### src/rtl/alu_share_arbiter_if.sv
// Request/response bundle between the two ALU requesters and alu_share_arbiter.
// The master side is a requester pair; the slave side is the arbiter.
interface alu_share_arbiter_if #(
    parameter int XLEN = 64,
    parameter int OPW  = 4
);
    logic            req0_valid;
    logic            req1_valid;
    logic            req0_ready;
    logic            req1_ready;
    logic [OPW-1:0]  req0_op;
    logic [OPW-1:0]  req1_op;
    logic [XLEN-1:0] req0_a;
    logic [XLEN-1:0] req1_a;
    logic [XLEN-1:0] req0_b;
    logic [XLEN-1:0] req1_b;
    logic            rsp0_valid;
    logic            rsp1_valid;
    logic            rsp0_ready;
    logic            rsp1_ready;
    logic [XLEN-1:0] rsp_result;
    logic            rsp_err;
    logic            busy;

    modport master (
        output req0_valid, req1_valid, req0_op, req1_op,
        output req0_a, req1_a, req0_b, req1_b,
        output rsp0_ready, rsp1_ready,
        input  req0_ready, req1_ready, rsp0_valid, rsp1_valid,
        input  rsp_result, rsp_err, busy
    );

    modport slave (
        input  req0_valid, req1_valid, req0_op, req1_op,
        input  req0_a, req1_a, req0_b, req1_b,
        input  rsp0_ready, rsp1_ready,
        output req0_ready, req1_ready, rsp0_valid, rsp1_valid,
        output rsp_result, rsp_err, busy
    );
endinterface

### src/rtl/alu_share_arbiter.sv
// Round-robin arbiter and IDLE/ISSUE/RESP sequencer for the shared 64-bit ALU.
// One operation is in flight at a time; the result register is shared by both response channels.
module alu_share_arbiter #(
    parameter int XLEN = 64,
    parameter int OPW  = 4
) (
    input  logic              clk,
    input  logic              rst_n,
    alu_share_arbiter_if.slave bus
);
    localparam logic [OPW-1:0] OP_ADD  = OPW'(0);
    localparam logic [OPW-1:0] OP_SUB  = OPW'(1);
    localparam logic [OPW-1:0] OP_AND  = OPW'(2);
    localparam logic [OPW-1:0] OP_OR   = OPW'(3);
    localparam logic [OPW-1:0] OP_XOR  = OPW'(4);
    localparam logic [OPW-1:0] OP_SLL  = OPW'(5);
    localparam logic [OPW-1:0] OP_SRL  = OPW'(6);
    localparam logic [OPW-1:0] OP_SRA  = OPW'(7);
    localparam logic [OPW-1:0] OP_SLT  = OPW'(8);
    localparam logic [OPW-1:0] OP_SLTU = OPW'(9);

    typedef enum logic [1:0] {IDLE = 2'd0, ISSUE = 2'd1, RESP = 2'd2} state_t;

    state_t          state_q, state_d;
    logic            last_grant_q;
    logic            owner_q;
    logic            gnt0, gnt1, accept, rsp_take;
    logic [OPW-1:0]  op_p0;
    logic [XLEN-1:0] a_p0, b_p0;
    logic [XLEN-1:0] result_p1;
    logic            err_p1;
    logic [XLEN:0]   alu_out;

    // Returns {err, result}; illegal opcodes yield a zero result with err set.
    function automatic logic [XLEN:0] alu_eval(input logic [OPW-1:0] op,
                                               input logic [XLEN-1:0] a,
                                               input logic [XLEN-1:0] b);
        logic signed [XLEN-1:0] sa;
        logic signed [XLEN-1:0] sb;
        logic [5:0]             sh;
        logic [XLEN-1:0]        res;
        logic                   err;
        sa  = a;
        sb  = b;
        sh  = b[5:0];
        res = '0;
        err = 1'b0;
        case (op)
            OP_ADD:  res = a + b;
            OP_SUB:  res = a - b;
            OP_AND:  res = a & b;
            OP_OR:   res = a | b;
            OP_XOR:  res = a ^ b;
            OP_SLL:  res = a << sh;
            OP_SRL:  res = a >> sh;
            OP_SRA:  res = sa >>> sh;
            OP_SLT:  res = {{(XLEN-1){1'b0}}, (sa < sb)};
            OP_SLTU: res = {{(XLEN-1){1'b0}}, (a < b)};
            default: err = 1'b1;
        endcase
        return {err, res};
    endfunction

    // On a tie the requester that did not win last time is granted.
    always_comb begin
        gnt1 = bus.req1_valid && (!bus.req0_valid || !last_grant_q);
        gnt0 = bus.req0_valid && !gnt1;
    end

    assign rsp_take = owner_q ? bus.rsp1_ready : bus.rsp0_ready;

    always_comb begin
        state_d        = state_q;
        accept         = 1'b0;
        bus.req0_ready = 1'b0;
        bus.req1_ready = 1'b0;
        case (state_q)
            IDLE: begin
                if (gnt0 || gnt1) begin
                    bus.req0_ready = gnt0;
                    bus.req1_ready = gnt1;
                    accept         = 1'b1;
                    state_d        = ISSUE;
                end
            end
            ISSUE:   state_d = RESP;
            RESP:    if (rsp_take) state_d = IDLE;
            default: state_d = IDLE;
        endcase
    end

    always_ff @(posedge clk or negedge rst_n) begin
        if (!rst_n) begin
            state_q      <= IDLE;
            last_grant_q <= 1'b1;
            owner_q      <= 1'b0;
        end else begin
            state_q <= state_d;
            if (accept) begin
                owner_q      <= gnt1;
                last_grant_q <= gnt1;
            end
        end
    end

    // Stage p0: operands latched at acceptance
    always_ff @(posedge clk) begin
        if (accept) begin
            op_p0 <= gnt1 ? bus.req1_op : bus.req0_op;
            a_p0  <= gnt1 ? bus.req1_a  : bus.req0_a;
            b_p0  <= gnt1 ? bus.req1_b  : bus.req0_b;
        end
    end

    assign alu_out = alu_eval(op_p0, a_p0, b_p0);

    // Stage p1: result captured in ISSUE, held through RESP until the next ISSUE
    always_ff @(posedge clk or negedge rst_n) begin
        if (!rst_n) begin
            result_p1 <= '0;
            err_p1    <= 1'b0;
        end else if (state_q == ISSUE) begin
            result_p1 <= alu_out[XLEN-1:0];
            err_p1    <= alu_out[XLEN];
        end
    end

    assign bus.rsp0_valid = (state_q == RESP) && !owner_q;
    assign bus.rsp1_valid = (state_q == RESP) &&  owner_q;
    assign bus.rsp_result = result_p1;
    assign bus.rsp_err    = err_p1;
    assign bus.busy       = (state_q != IDLE);
endmodule

### src/flat_wrapper.sv
// flat-port wrapper written by rule: the top's interface ports become plain ports
module alu_share_arbiter_flat 
#(
    parameter int XLEN = 64,
    parameter int OPW  = 4
)
  (clk, rst_n, bus_req0_valid, bus_req1_valid, bus_req0_op, bus_req1_op, bus_req0_a, bus_req1_a, bus_req0_b, bus_req1_b, bus_rsp0_ready, bus_rsp1_ready, bus_req0_ready, bus_req1_ready, bus_rsp0_valid, bus_rsp1_valid, bus_rsp_result, bus_rsp_err, bus_busy);
  alu_share_arbiter_if #(.XLEN(XLEN), .OPW(OPW)) bus_i ();
  input  logic clk;
  input  logic rst_n;
  input wire logic [$bits(bus_i.req0_valid)-1:0] bus_req0_valid;
  input wire logic [$bits(bus_i.req1_valid)-1:0] bus_req1_valid;
  input wire logic [$bits(bus_i.req0_op)-1:0] bus_req0_op;
  input wire logic [$bits(bus_i.req1_op)-1:0] bus_req1_op;
  input wire logic [$bits(bus_i.req0_a)-1:0] bus_req0_a;
  input wire logic [$bits(bus_i.req1_a)-1:0] bus_req1_a;
  input wire logic [$bits(bus_i.req0_b)-1:0] bus_req0_b;
  input wire logic [$bits(bus_i.req1_b)-1:0] bus_req1_b;
  input wire logic [$bits(bus_i.rsp0_ready)-1:0] bus_rsp0_ready;
  input wire logic [$bits(bus_i.rsp1_ready)-1:0] bus_rsp1_ready;
  output wire logic [$bits(bus_i.req0_ready)-1:0] bus_req0_ready;
  output wire logic [$bits(bus_i.req1_ready)-1:0] bus_req1_ready;
  output wire logic [$bits(bus_i.rsp0_valid)-1:0] bus_rsp0_valid;
  output wire logic [$bits(bus_i.rsp1_valid)-1:0] bus_rsp1_valid;
  output wire logic [$bits(bus_i.rsp_result)-1:0] bus_rsp_result;
  output wire logic [$bits(bus_i.rsp_err)-1:0] bus_rsp_err;
  output wire logic [$bits(bus_i.busy)-1:0] bus_busy;
  assign bus_i.req0_valid = bus_req0_valid;
  assign bus_i.req1_valid = bus_req1_valid;
  assign bus_i.req0_op = bus_req0_op;
  assign bus_i.req1_op = bus_req1_op;
  assign bus_i.req0_a = bus_req0_a;
  assign bus_i.req1_a = bus_req1_a;
  assign bus_i.req0_b = bus_req0_b;
  assign bus_i.req1_b = bus_req1_b;
  assign bus_i.rsp0_ready = bus_rsp0_ready;
  assign bus_i.rsp1_ready = bus_rsp1_ready;
  assign bus_req0_ready = bus_i.req0_ready;
  assign bus_req1_ready = bus_i.req1_ready;
  assign bus_rsp0_valid = bus_i.rsp0_valid;
  assign bus_rsp1_valid = bus_i.rsp1_valid;
  assign bus_rsp_result = bus_i.rsp_result;
  assign bus_rsp_err = bus_i.rsp_err;
  assign bus_busy = bus_i.busy;
  alu_share_arbiter #(.XLEN(XLEN), .OPW(OPW)) u_core (.clk(clk), .rst_n(rst_n), .bus(bus_i));
endmodule
### config.mk
export PLATFORM = sky130hd
export DESIGN_NAME = alu_share_arbiter_flat
export DESIGN_NICKNAME = d
export VERILOG_FILES = /design/src/rtl/alu_share_arbiter_if.sv /design/src/rtl/alu_share_arbiter.sv /design/src/flat_wrapper.sv
export SDC_FILE = /design/constraint.sdc
export NUM_CORES = 1
export LEC_CHECK = 0
export CORE_AREA = 2 2 253 255
export CTS_CLUSTER_DIAMETER = 40
export DETAILED_ROUTE_END_ITERATION = 16
export DIE_AREA = 0 0 255 257
export PLACE_DENSITY_LB_ADDON = 0.25
export SYNTH_ARGS = -nofsm -noshare
export SYNTH_HDL_FRONTEND = slang
export SYNTH_SLANG_ARGS = --single-unit
### constraint.sdc
create_clock -name clk -period 19.2 [get_ports clk]
set_clock_uncertainty 0.15 [all_clocks]
set_input_delay 3.84 -clock clk [delete_from_list [all_inputs] [get_ports clk]]
set_output_delay 3.84 -clock clk [all_outputs]
set_load 0.005 [all_outputs]
==> flow_metrics.tcl <==
set metrics [dict create \
    finalHoldViolations 0 \
    die_h_um 257 \
    holdBufCountCts 0 \
    tns_ns 0 \
    rsz0062_at_grt "false" \
    tightest_slew_ns 1.35 \
    ant_nets 0 \
    final_cell_mix "412 x nor2_1, 338 x clkdlybuf4s50_1, 318 x a21oi_1" \
    syn_nets 3940 \
    yosys.cell_types.count 85 \
    clk_latency_ns 0.58 \
    slew_headroom_pct 7.76 \
    finalWirelength_um 139000 \
    worst-path-max-fanout 50 \
    grt_use_total_pct 41.1 \
    viasPerCell 6.96 \
    final_common_cell "nor2_1" \
    powerDensity_nw_per_um2 178 \
    min_path_type "reg2reg" \
    synth-seq-cells 201 \
    synth_area_leader_cell "edfxtp_1" \
    htree_levels 2 \
    grt_pass1_wl_um 198000 \
    syn-cell-area_um2 28100 \
    drc_errors 0 \
    root_buffer "clkbuf_16" \
    clk_pin_slew_ns 0.05 \
    gp_congestion 1.08 \
    io_pins 340 \
    drv_cap 0 \
    drt_iter0_drc 5198 \
    grt_overflow 0 \
    min_to "u_core.bus.rsp_result[24]" \
    antenna_found_initial 11 \
    grt_max_degree 143 \
    critPathKind "in2out" \
    fmaxAchievable_mhz 102 \
    io_buffers 339 \
    core_um2 62700 \
    r2r-start "u_core.b_p0[3]" \
    hold_start "u_core.bus.rsp_result[24]" \
    dp.cells 4461 \
    final_layout_size_suffix_gt1_share_pct 12.5 \
    cts.path.max_buffers 3 \
    grt_pass1_vias 28600 \
    drtPass1Iterations 9 \
    wl_per_cell_um 30.6 \
    r2r_cells 15 \
    die_w_um 255 \
    cp.required_ns 15.21 \
    start_kind "input pin" \
    initial_core_util_pct 44.8 \
    fillCellCount 6064 \
    syn_avg_cell_area_um2 8.09 \
    numCtsBuffers 40 \
    vias 31600 \
    areaGrowthSynthToFinish_pct 19.2 \
    cts_sinks 201 \
    post-cts-setup-buffer-count 0 \
    worst_setup_path_end_kind "primary output" \
    status "finished clean" \
    synth_cells 3473 \
    ff_latch_area_um2 5690 \
    post-route-min-period_ns 9.77 \
    synth_area_leaders "edfxtp_1 14%, mux4_2 9.9%, ha_1 8.7%" \
    tritoncts "built" \
    p_leak_nw 13.1 \
    multi_input_area_um2 20600 \
    synth_edf_count 132 \
    die-area_um2 65500 \
    ir_drop_mv 0.101 \
    timing.rr.end "u_core.bus.rsp_result[52]" \
    cp.arrival_ns 5.78 \
    rrSetupSlack_ns 12.37 \
    dpl.hpwl_um 107000 \
    synth_top_area_share_pct 14.1 \
    worstHoldPathCells 1 \
    slew_viol_final 0 \
    finalNetCount 4124 \
    synth_ff_type "edfxtp_1" \
    min_period_over_period_pct 50.9 \
    finalSetupViolCount 0 \
    stdcell_count 4539 \
    rows 92 \
    cts_resized 0 \
    ys_async_sr_fraction_pct 34.3 \
    ys_seq_area_share_pct 20.3 \
    yosysWarnings 0 \
]
-- layout make-up --
type	count	share of cell area, %
Inverter	209	2.35
Antenna cell	4	0.0299
Tap cell	846	3.16
Clock inverter	24	0.982
Sequential cell	201	17.0
Timing Repair Buffer	408	11.7
Multi-Input combinational cell	2797	61.6
Clock buffer	50	3.16
-- state kept, by name, indices dropped and copies added, names as in the netlist --
signal and flops:
u_core.state_q 2, u_core.owner_q 1, u_core.op_p0 4, u_core.bus.rsp_result 64, u_core.a_p0 64, u_core.last_grant_q 1, u_core.b_p0 64, u_core.bus.rsp_err 1
-- logic make-up (layout without fill, tap and decap cells) --
| logic type | Yosys count | in the layout | share of synthesized area, % |
|---|---|---|---|
| and+or+nand+nor | 1049 | 1049 | 16.5 |
| AOI/OAI and AO/OA | 1123 | 1123 | 26.4 |
| other | 0 | 4 | 0 |
| xor gates and xnor gates | 20 | 20 | 0.624 |
| adders and majority gates | 197 | 197 | 8.83 |
| buffers and inverters | 475 | 691 | 6.62 |
| DFF | 201 | 201 | 20.3 |
| muxes | 408 | 408 | 20.7 |
-- Yosys cell counts, types with 36 or more instances --
| master | n |
|---|---|
| nor2_1 | 415 |
| a21oi_1 | 318 |
| nand2_1 | 305 |
| o21ai_0 | 217 |
| inv_1 | 201 |
| ha_1 | 195 |
| clkbuf_1 | 194 |
| mux2_2 | 159 |
| edfxtp_1 | 132 |
| mux2i_1 | 125 |
| mux4_2 | 123 |
| nor3_1 | 70 |
| dfrtp_1 | 68 |
| nand3_1 | 63 |
| o211ai_1 | 54 |
| a221oi_1 | 49 |
| a211oi_1 | 45 |
| a31oi_1 | 44 |
| nor4_1 | 39 |
| o31ai_1 | 36 |
-- report_power, final --
part	switching [mW]	leakage (nW)	total, mW	internal [mW]
sequential	0.214	2.17	0.869	0.656
clock	0.254	0.653	0.740	0.486
combinational	2.88	10.3	4.35	1.47
total	3.35	13.1	5.96	2.61
-- worst max-delay path by stage --
stage,startpoint,endpoint,slack (ns),cells after the start
after floorplan,bus_req0_valid,u_core.a_p0[0],9.00,2
after global placement,bus_req1_valid,bus_req1_ready,9.42,5
after detailed placement,bus_req1_valid,bus_req1_ready,9.41,5
after CTS,bus_req1_valid,bus_req1_ready,9.40,5
after global routing,bus_req1_valid,bus_req1_ready,9.29,5
final,bus_req1_valid,bus_req1_ready,9.43,5
-- routing by layer --
layer / global-route usage [%] / part of all wire, % / up-vias
met3: 13.1 / 14 / 406
met4: 16.9 / 4.8 / 14
li1: - / - / 13500
met5: 0 / 0.066 / -
met2: 58.8 / 41 / 2405
met1: 56.8 / 40 / 15300
-- critical path, stage by stage --
cell and delay [ns]:
clkdlybuf4s50_1 0.50, a21boi_4 0.17, buf_4 0.53, and2_1 0.24, clkdlybuf4s50_1 0.50
-- per-stage QoR --
step	util [%]	hold slack [ns]	worst slack (ns)	power (mW)	cell area (µm²)
finish	53.4	0.323	9.43	5.96	33500
floorplan	-	0.311	9.00	3.45	28100
detailed placement	51.2	0.314	9.41	4.97	32100
CTS	53.4	0.329	9.40	5.75	33500
global placement	51.2	0.311	9.42	4.98	32100
global route	53.4	0.340	9.29	6.19	33500
No activity file was read; power rests on OpenSTA's default activity.
